[src/rtl/ysyx_25060170_fetch_ctrl_pkg.sv]
`default_nettype none
// ============================================================================
// Module   : ysyx_25060170_fetch_ctrl_pkg
// Brief    : Shared widths, reset PC, fetch FSM encoding and PC step.
// Revision : 1.0 - initial release
// ============================================================================
package ysyx_25060170_fetch_ctrl_pkg;

    localparam int          c_pc_w      = 32;
    localparam int          c_inst_w    = 32;
    localparam logic [31:0] c_reset_pc  = 32'h8000_0000;
    localparam int          c_inst_step = 4;

    typedef logic [1:0] state_t;

    localparam state_t c_st_boot = 2'd0;
    localparam state_t c_st_req  = 2'd1;
    localparam state_t c_st_wait = 2'd2;
    localparam state_t c_st_hold = 2'd3;

endpackage
`default_nettype wire

[src/rtl/ysyx_25060170_fetch_ctrl.sv]
`default_nettype none
// ============================================================================
// Module   : ysyx_25060170_fetch_ctrl
// Brief    : Owns the fetch PC, issues one imem read at a time and buffers
//            the returned instruction for the fetch stage.
// Revision : 1.0 - initial release
// ============================================================================
module ysyx_25060170_fetch_ctrl
    import ysyx_25060170_fetch_ctrl_pkg::*;
#(
    parameter logic [31:0] RESET_PC = c_reset_pc,
    parameter int          PC_W     = c_pc_w,
    parameter int          INST_W   = c_inst_w
) (
    input  logic              clk,
    input  logic              rst_n,
    input  logic              redirect,
    input  logic [PC_W-1:0]   redirect_pc,
    input  logic              core_ready,
    output logic              mem_req_valid,
    input  logic              mem_req_ready,
    output logic [PC_W-1:0]   mem_req_addr,
    input  logic              mem_rsp_valid,
    input  logic [INST_W-1:0] mem_rsp_data,
    input  logic              mem_rsp_err,
    output logic [INST_W-1:0] inst_o,
    output logic [PC_W-1:0]   pc_o,
    output logic              fetch_valid,
    output logic              fetch_err
);

    state_t            r_state;
    logic [PC_W-1:0]   r_pc;
    logic              r_drop;
    logic              r_pend;
    logic [PC_W-1:0]   r_pend_pc;
    logic [INST_W-1:0] r_inst;
    logic [PC_W-1:0]   r_pc_out;
    logic              r_err;

    always_ff @(posedge clk or negedge rst_n) begin
        if (!rst_n) begin
            r_state   <= c_st_boot;
            r_pc      <= RESET_PC[PC_W-1:0];
            r_drop    <= 1'b0;
            r_pend    <= 1'b0;
            r_pend_pc <= '0;
            r_inst    <= '0;
            r_pc_out  <= '0;
            r_err     <= 1'b0;
        end else begin
            case (r_state)
                c_st_boot: begin
                    if (redirect) r_pc <= redirect_pc;
                    r_state <= c_st_req;
                end
                c_st_req: begin
                    if (mem_req_ready) begin
                        r_state <= c_st_wait;
                        // The accepted read targets the old PC, so its data is wrong-path.
                        if (redirect || r_pend) begin
                            r_drop <= 1'b1;
                            r_pc   <= redirect ? redirect_pc : r_pend_pc;
                            r_pend <= 1'b0;
                        end
                    end else if (redirect) begin
                        // Address must stay stable until accepted; defer the target.
                        r_pend    <= 1'b1;
                        r_pend_pc <= redirect_pc;
                    end
                end
                c_st_wait: begin
                    if (mem_rsp_valid) begin
                        if (r_drop || redirect) begin
                            r_drop  <= 1'b0;
                            if (redirect) r_pc <= redirect_pc;
                            r_state <= c_st_req;
                        end else begin
                            r_inst   <= mem_rsp_data;
                            r_pc_out <= r_pc;
                            r_err    <= mem_rsp_err;
                            r_state  <= c_st_hold;
                        end
                    end else if (redirect) begin
                        r_drop <= 1'b1;
                        r_pc   <= redirect_pc;
                    end
                end
                c_st_hold: begin
                    if (redirect) begin
                        r_pc    <= redirect_pc;
                        r_state <= c_st_req;
                    end else if (core_ready) begin
                        r_pc    <= r_pc + PC_W'(c_inst_step);
                        r_state <= c_st_req;
                    end
                end
                default: r_state <= c_st_boot;
            endcase
        end
    end

    assign mem_req_valid = (r_state == c_st_req);
    assign mem_req_addr  = r_pc;
    assign fetch_valid   = (r_state == c_st_hold);
    assign inst_o        = r_inst;
    assign pc_o          = r_pc_out;
    assign fetch_err     = r_err;

endmodule
`default_nettype wire

[config.mk]
export PLATFORM = sky130hd
export DESIGN_NAME = ysyx_25060170_fetch_ctrl
export DESIGN_NICKNAME = d
export VERILOG_FILES = /design/src/rtl/ysyx_25060170_fetch_ctrl_pkg.sv /design/src/rtl/ysyx_25060170_fetch_ctrl.sv
export SDC_FILE = /design/constraint.sdc
export NUM_CORES = 1
export LEC_CHECK = 0
export ABC_AREA = 1
export CELL_PAD_IN_SITES_DETAIL_PLACEMENT = 1
export CELL_PAD_IN_SITES_GLOBAL_PLACEMENT = 2
export CORE_UTILIZATION = 26
export DETAILED_ROUTE_END_ITERATION = 6
export PLACE_DENSITY = 0.75
export REMOVE_ABC_BUFFERS = 1
export SETUP_SLACK_MARGIN = 0.5
export SLEW_MARGIN = 5
export SYNTH_ARGS = -nofsm -noshare
export SYNTH_HDL_FRONTEND = slang
export SYNTH_SLANG_ARGS = --single-unit
[constraint.sdc]
create_clock -name clk -period 1.8 [get_ports clk]
set_input_delay 0.54 -clock clk [delete_from_list [all_inputs] [get_ports clk]]
set_output_delay 0.54 -clock clk [all_outputs]
set_load 0.05 [all_outputs]
Word-level counts from Yosys, hierarchy flattened --
Index checks and enable logic that the tools add are counted.
Word-level totals: input bits 71, register bits after elaboration 133, output and inout port bits 99, logic and storage cells 55
Cells by class: reduce and logical (&&, ||, !) cells 11, equality and inequality tests 10, bitwise logic cells 2, multiplexer cells 23, add/subtract/negate cells 1
Operators by type and width (number):
- $mux W32 | 8
- $pmux W32 S4 | 1
- $add A32 B3 Y32 const B | 1
- $mux W2 | 5
- $ne A3 B3 Y1 const B | 3
- $reduce_and A3 Y1 | 3
- $pmux W2 S4 | 1
- $mux W1 | 7
- $ne A2 B1 Y1 const B | 3
- $reduce_and A5 Y1 | 1
- $eq A2 B2 Y1 const B | 2
- $reduce_and A4 Y1 | 1
- $reduce_bool A2 Y1 | 2
- $eq A2 B1 Y1 const B | 1
- $logic_not A2 Y1 | 1
- $logic_or A1 B1 Y1 | 2
- $ne A2 B2 Y1 const B | 1
- $not A1 Y1 | 2
- $pmux W1 S2 | 1
- $reduce_and A2 Y1 | 1

Depth between registers and ports, before layout --
Gate-level depths: netlist of the first run.
depth after elaboration 4, depth in mapped cells 12, gate-level depth less buffers 12

Worst setup path before layout of the first run --
No wires, ideal clock.
path kind register to register, start register r_state[1], end register r_pc[2] (netlist: mem_req_addr[2]), stages on the path, launching flop included 12, required time 1.664 ns, arrival time 1.916 ns, slack -0.252 ns, clock period less this slack 2.052 ns, path buffers 2, library setup time 0.136 ns, path through dfrtp_1 > inv_1 > ha_1 > buf_4 > nand2_2 > o21ai_2 > nor2_2 > nand2_2 > inv_2 > buf_6 > o311ai_1 > o21ai_0
Between the ends: word-level cells in the longest chain between the ends 3, elaborated cells between the ends (all ways) 10, those cells by class eq/ne: 7; mux: 1; reduce/logical: 2
RTL lines:
- from (decl) | line ysyx_25060170_fetch_ctrl.sv:32 | state_t r_state;
- from (signal assigned) | line ysyx_25060170_fetch_ctrl.sv:43 | r_state <= c_st_boot;
- from (signal assigned) | line ysyx_25060170_fetch_ctrl.sv:55 | r_state <= c_st_req;
- from (signal assigned) | line ysyx_25060170_fetch_ctrl.sv:59 | r_state <= c_st_wait;
- $eq A2 B1 Y1 (*)
- net mem_req_valid | line ysyx_25060170_fetch_ctrl.sv:20 | output logic mem_req_valid,
- $ne A2 B1 Y1 (no source line)
- $reduce_and A4 Y1 (no source line)
- to (signal assigned) | line ysyx_25060170_fetch_ctrl.sv:44 | r_pc <= RESET_PC[PC_W-1:0];
- to (signal assigned) | line ysyx_25060170_fetch_ctrl.sv:54 | if (redirect) r_pc <= redirect_pc;
- to (signal assigned) | line ysyx_25060170_fetch_ctrl.sv:63 | r_pc <= redirect ? redirect_pc : r_pend_pc;
- to (decl) | line ysyx_25060170_fetch_ctrl.sv:33 | logic [PC_W-1:0] r_pc;
The timed path passes the listed nets; every way through them passes the cells marked *. A chain may end at the register's enable or synchronous reset.

Worst setup path in the final report of the first run --
start register r_state[0], end register r_pc[22] (netlist: mem_req_addr[22])
Between the ends: word-level cells in the longest chain between the ends 3, elaborated cells between the ends (all ways) 10, those cells by class eq/ne: 7; mux: 1; reduce/logical: 2
RTL lines:
- $eq A2 B2 Y1 or $eq A2 B1 Y1 (tied branches) | line ysyx_25060170_fetch_ctrl.sv:52 | case (r_state)
- $ne A3 B3 Y1 (no source line) or $ne A2 B1 Y1 (tied branches)
- $reduce_and A4 Y1 (no source line)
Several ways; a longest one is shown, not always the timed one.

==> results.md, run 1 <==
- Status: complete, but fails checks
- Failing checks: design-rule violations, negative setup slack
- Initial antenna violation count: 0
- Vias in the first global route: 8,151
- Layout cell share with drive strength beyond 1: 48.9%
- Fmax: 494 MHz
- Most frequent cell after synthesis: nand2_1
- Post-Syn Area: 7010 µm²
- Crit path from: r_state[0]$_DFFE_PN0P_
- Max-Slew Margin vs Limit: 76.4%
- Startpoint Class: register
- CTS tree: built
- Ys async rst share: 100%
- Clk buf depth: 2
- Seq/Total Area, Yosys: 47.5%
- WP data required: 2140 ps
- Core area: 26,300 µm²
- #FFs+latches synth: 133
- CP Capture Type: register
- Syn. warnings: 0
- CP Max Fanout: 7
- RSZ-0062 raised after global routing: yes
- Setup CP Type: reg -> reg
- Leading area contributor after synthesis: dfrtp_1
- DR vias/cell: 4.88
- Maxcap violations: 0
- GRT overflow: 0
- CTS Root Cell: clkbuf_16
- Lkg Pwr: 6.54 nW
- Ys flop type: dfrtp_1
- Number of flops mapped to enable cells by yosys: 0
- Hold Vio Cnt, Final: 0
- WL per Instance: 20.8 µm
- Final std cells w/o fill: 1,612
- Latest clock arrival within the worst-skew pair: 430 ps
- CP Data Arrival Time: 2360 ps
- R2R Path Start: r_state[0]$_DFFE_PN0P_
- Drt pass-1 iters: 7
- CTS H-tree depth: 4
- Row cnt: 59
- Fin nets: 1,340
- Commonest cells in the netlist: nand2_1, dfrtp_1, nor2_1, inv_1, o21ai_0
- Gr usage total: 22.5%
- Placed instance count: 1,440
- Area Growth Syn to Fin: 98.9%
- Hold Path Class: reg -> reg
- Io pins: 170
- Maximum vdd drop: 1.14 mV
- Worst-margin pin slew: 354 ps
- Clock Pin Slew Worst Setup and Hold Paths: 60 ps
- Cell Pwr Density: 2010 nW/µm²
- Max Transition Viols Final: 0
- Syn Area/Cell: 8.05 µm²
- Die height: 166 µm
- Initial DRC Count: 454
- Post-synthesis cell type count: 40
- Drt total wl: 33,600 µm
- Total number of vias: 7,874
- Final Worst Setup Slack: -223 ps
- Cells after synthesis: 871
- Clk_skew: 12.4 ps
- First-pass GRT wire length: 47,300 µm
- Starting Density: 26.7%
- Gpl congestion: 0.843
- Largest net degree at the start of global routing: 57
- Hpwl dp: 19,700 µm
- # port buffers: 169
- Die X-Extent: 166 µm
- Inserted Clock Buffers: 17
- Fillers: 2,868
- Fin util: 53.1%
- Min Tclk post-route: 2020 ps
- Final worst-path cycle share: 112%
- Residual DRC: 20
- Hold Startpoint: r_pend_pc[20]$_DFFE_PN0P_
- Final setup violation count: 70
- ANT cells: 0
- Clock Sinks: 133
- Die ar.: 27,600 µm²
- Synth top area share: 47.1%
- ANT nets after route: 0
- Synth area leaders: dfrtp_1, nand2_1, mux2_2, o21ai_0, nor2_1
==> metal layers <==
layer | up-vias | global-route usage [%] | part of all wire [%]
met4 | 0 | 7.77 | 2.5
li1 | 3650 | - | -
met5 | - | 0 | 0
met1 | 3956 | 28.2 | 42
met2 | 223 | 39.1 | 51
met3 | 45 | 3.65 | 4.4
==> cell families (layout without fill, tap and decap cells) <==
logic type	Yosys count	count (layout)	synth area share [%]
AOI/OAI and AO/OA	165	165	13.5
adders and majority gates	5	5	0.892
DFF	133	133	47.5
muxes	38	38	6.10
xor gates and xnor gates	6	6	0.749
buffers and inverters	109	515	7.16
and+or+nand+nor	415	415	24.1
==> path summary, 6_finish.rpt <==
check / to / cells past startpoint / slack [ps]
min in group asynchronous: inst_o[14]$_DFFE_PN0P_ / 2 / 510
min: r_pend_pc[20]$_DFFE_PN0P_ / 2 / 480
max reg2reg: mem_req_addr[22]$_DFFE_PN0P_ / 11 / -220
min reg2reg: r_pend_pc[20]$_DFFE_PN0P_ / 2 / 480
max: mem_req_addr[22]$_DFFE_PN0P_ / 11 / -220
max in group asynchronous: pc_o[12]$_DFFE_PN0P_ / 3 / 670
==> area by class of cell <==
class	count	area [µm²]	share of cell area (%)
repair buffers	414	5130	36.8
clock buffers	18	429	3.08
multi-input cells	629	4130	29.6
well taps	335	419	3.01
inverters	69	287	2.05
flip-flops and latches	133	3350	24.0
clock inverters	14	203	1.45
==> where the power goes <==
| group | switching [mW] | internal [mW] | total, mW |
|---|---|---|---|
| Clock | 1.51 | 2.34 | 3.85 |
| Combinational | 9.71 | 8.96 | 18.7 |
| Sequential | 1.18 | 4.31 | 5.49 |
| Total | 12.4 | 15.6 | 28.0 |
==> sequential cells by signal, indices dropped and copies added, names as in the netlist <==
register      cells
r_pend_pc        32
fetch_err         1
mem_req_addr     32
r_pend            1
pc_o             32
r_state           2
inst_o           32
r_drop            1
==> worst max-delay path: stages (launching register included) <==
cell and delay (ps):
dfrtp_1 410, ha_2 220, buf_6 140, buf_6 120
buf_6 110, nor2_4 140, nand2_2 110, nand2_4 130
buf_6 150, buf_12 140, a211oi_2 50, a21oi_1 200
==> layout by cell type, fill, tap and decap left out, drive strengths merged, types with 17 or more instances in the layout <==
master / netlist / routed
clkbuf: 16 / 21
inv: 68 / 68
o21ai: 70 / 70
mux2: 38 / 38
nor2: 92 / 92
nand3: 29 / 29
a211oi: 17 / 17
clkdlybuf4s50: 0 / 68
buf: 24 / 342
nand2: 286 / 286
dfrtp: 132 / 132
a21oi: 55 / 55
==> stage by stage <==
step	hold slack (ps)	total power [mW]	setup slack, ps	TNS [ps]	area (µm²)
2_1_floorplan	244	11.6	-1290	-103810	6770
3_3_place_gp	392	18.2	-302	-19810	10400
3_5_place_dp	392	18.5	-351	-21920	10400
4_1_cts	475	25.4	-188	-3650	12600
5_1_grt	508	29.2	-266	-9890	13900
6_report	484	28.0	-223	-7310	13900
==> what timing repair did <==
| item | CTS | global route |
|---|---|---|
| setup buffers | 71 | 52 |
| pin swaps | 24 | 23 |
| cloned | 12 | 4 |
| hold buffers | 1 | 0 |
| setup endpoints to repair | 230 | 232 |
| endpoints found under the hold margin | 13 | 0 |
| resized for setup | 196 | 256 |
No activity file was read; power rests on OpenSTA's default activity.
==> run 2, diff against run 1 <==
- GPL_TIMING_DRIVEN: not set -> 0
==> results.md, run 2 (synthesis gave the netlist of run 1 again) <==
- Gr usage total: 22.3% (-0.21 points)
- Die height: 166 µm (unchanged)
- Clk_skew: 11.9 ps (-0.500 ps)
- Io pins: 170 (unchanged)
- CTS Root Cell: clkbuf_16
- Cell Pwr Density: 2000 nW/µm² (-0.21%)
- Crit path from: r_state[1]$_DFFE_PN0P_
- Residual DRC: 21 (+5.0%)
- WL per Instance: 21.5 µm (+3.5%)
- R2r setup slk: -210 ps (about the same)
- DP Worst Slack: -2220 ps (-1870 ps)
- Startpoint Class: register
- Drt total wl: 32,600 µm (-2.8%)
- Hpwl dp: 16,300 µm (-17%)
- Status: complete, but fails checks
- First-pass GRT wire length: 45,900 µm (-3.1%)
- Drt pass-1 iters: 7 (unchanged)
- Setup CP Type: reg -> reg
- Most frequent cells in the layout: nand2_1, dfrtp_1, buf_6
- Lkg Pwr: 5.79 nW (-11%)
- Maximum vdd drop: 1.02 mV (-11%)
- Reg-to-reg endpoint: mem_req_addr[2]$_DFFE_PN0P_
- Post-route cell area: 12,300 µm² (-12%)
- CTS tree: built
- Setup crit end: mem_req_addr[2]$_DFFE_PN0P_
- Failing checks: design-rule violations, negative setup slack
- DR vias/cell: 4.89 (+0.10%)
- CP Capture Type: register
- Final setup violation count: 54 (-23%)
- Max Transition Viols Final: 0 (unchanged)
- Initial antenna violation count: 0 (unchanged)
- Maxcap violations: 0 (unchanged)
- Final Worst Setup Slack: -212 ps (+10.6 ps)
- Cells on worst reg2reg path: 11 (unchanged)
- RSZ-0062 raised after global routing: yes
- CTS H-tree depth: 4 (unchanged)
- Hold Vio Cnt, Final: 0 (unchanged)
- WP data required: 2090 ps (-50 ps)
- Max-Slew Margin vs Limit: 58.1% (-18 points)
- Fin nets: 1,242 (-7.3%)
- Die ar.: 27,600 µm² (unchanged)
- R2R Path Start: r_state[1]$_DFFE_PN0P_
- Inserted Clock Buffers: 17 (unchanged)
- ANT nets after route: 0 (unchanged)
- Total power: 24.7 mW (-12%)
- GRT overflow: 0 (unchanged)
- Area Growth Syn to Fin: 76.0%
- Die X-Extent: 166 µm (unchanged)
- Core area: 26,300 µm² (unchanged)
- Gpl congestion: 0.779 (-7.6%)
- Starting Density: 26.7% (unchanged)
- Clock Pin Slew Worst Setup and Hold Paths: 60 ps (about the same)
- Most common cell after layout, fill and taps aside: nand2_1
- Min Tclk post-route: 2010 ps (-10.6 ps)
- Row cnt: 59 (unchanged)
- # port buffers: 169 (unchanged)
- Placed cell area: 8980 µm² (-14%)
- Total number of vias: 7,403 (-6.0%)
- CTS Hold Bufs: 0 (-1)
- ANT cells: 0 (unchanged)
- Largest net degree at the start of global routing: 76 (+33%)
- Fin Setup TNS: -6540 ps (+768 ps)
- Worst-margin pin slew: 629 ps (+275 ps)
- Min Hold Slack: 90.3 ps (-394 ps)
- CP Max Fanout: 10 (+3)
- Clk buf depth: 2 (unchanged)
- Initial DRC Count: 457 (+0.66%)
- Latest clock arrival within the worst-skew pair: 430 ps (about the same)
- Hold Path Class: in -> async
- Clock Sinks: 133 (unchanged)
- Vias in the first global route: 7,363 (-9.7%)
- Fmax: 497 MHz (+0.53%)
- Layout cell share with drive strength beyond 1: 41.3% (-7.6 points)
- CP Data Arrival Time: 2310 ps (-50 ps)
- Fillers: 2,983 (+4.0%)
- Final worst-path cycle share: 112% (-0.59 points)
-- run 2: cell types whose count changed in the layout (fill, tap and decap cells not counted), sizes merged --
cell           delta
clkinvlp         +10
nand2             +3
clkbuf            +1
dlymetal6s2s      +1
buf             -109
dlygate4sd3       -1
clkinv            -4
nor2              +1
clkdlybuf4s50     -1
nand3             +2
bufinv            -1
-- run 2: through the flow --
step / utilization, % / instances
2_1_floorplan: - / 831
3_3_place_gp: 33.8 / 1335
3_5_place_dp: 34.2 / 1339
4_1_cts: 42.4 / 1457
5_1_grt: 46.9 / 1514
6_report: 46.9 / 1514
-- run 2: worst max-delay path, cell delays in order (launching register included) --
cell and delay, ps:
dfrtp_2 460, inv_2 90, ha_4 200, buf_12 130
buf_6 90, nor2_4 40, buf_4 130, buf_12 140
inv_1 120, nor2_1 90, o311ai_4 260, o21ai_1 120
-- run 2: per-layer routing --
layer	up-vias	GRT usage, %	wire (µm)
met4	0	9.14	916
met1	3685	29.2	14200
li1	3428	-	-
met3	48	4.31	1580
met2	242	36.0	16000
met5	-	0	0
-- run 2: cell type report --
type / instances / area, µm² / area share, %
clock buffer: 18 / 429 / 3.48
clock inverter: 14 / 179 / 1.45
inverter: 69 / 309 / 2.50
multi-input combinational: 635 / 4020 / 32.6
sequential: 133 / 3370 / 27.3
tap: 335 / 419 / 3.40
timing repair buffer: 305 / 3560 / 28.9
timing repair inverter: 5 / 47.5 / 0.385
-- run 2: how the worst min path moves through the flow --
stage / from / to / slack [ps] / cells after the start
2_1_floorplan: rst_n / fetch_err$_DFFE_PN0P_ / 240 / 0
3_3_place_gp: r_pend_pc[20]$_DFFE_PN0P_ / r_pend_pc[20]$_DFFE_PN0P_ / 450 / 2
3_5_place_dp: r_pend_pc[28]$_DFFE_PN0P_ / r_pend_pc[28]$_DFFE_PN0P_ / 460 / 2
4_1_cts: rst_n / inst_o[14]$_DFFE_PN0P_ / 110 / 1
5_1_grt: rst_n / inst_o[14]$_DFFE_PN0P_ / 130 / 1
6_report: rst_n / inst_o[14]$_DFFE_PN0P_ / 90 / 1
-- run 2: power breakdown --
| group | internal (mW) | switching [mW] |
|---|---|---|
| logic | 6.40 | 8.77 |
| clock network | 2.19 | 1.53 |
| registers | 4.35 | 1.48 |
-- run 2: timing repair --
action / 4_1_cts / 5_1_grt
gates cloned: 14 / 5
setup endpoints to repair: 232 / 232
buffers inserted: 72 / 52
resized for setup: 866 / 181
pin swaps: 10 / 22
==> run 3, diff against run 2 <==
- CTS_CLUSTER_SIZE: not set -> 24
==> results of run 3 <==
No change in the layout: final DEF, timing and power equal those of run 2.
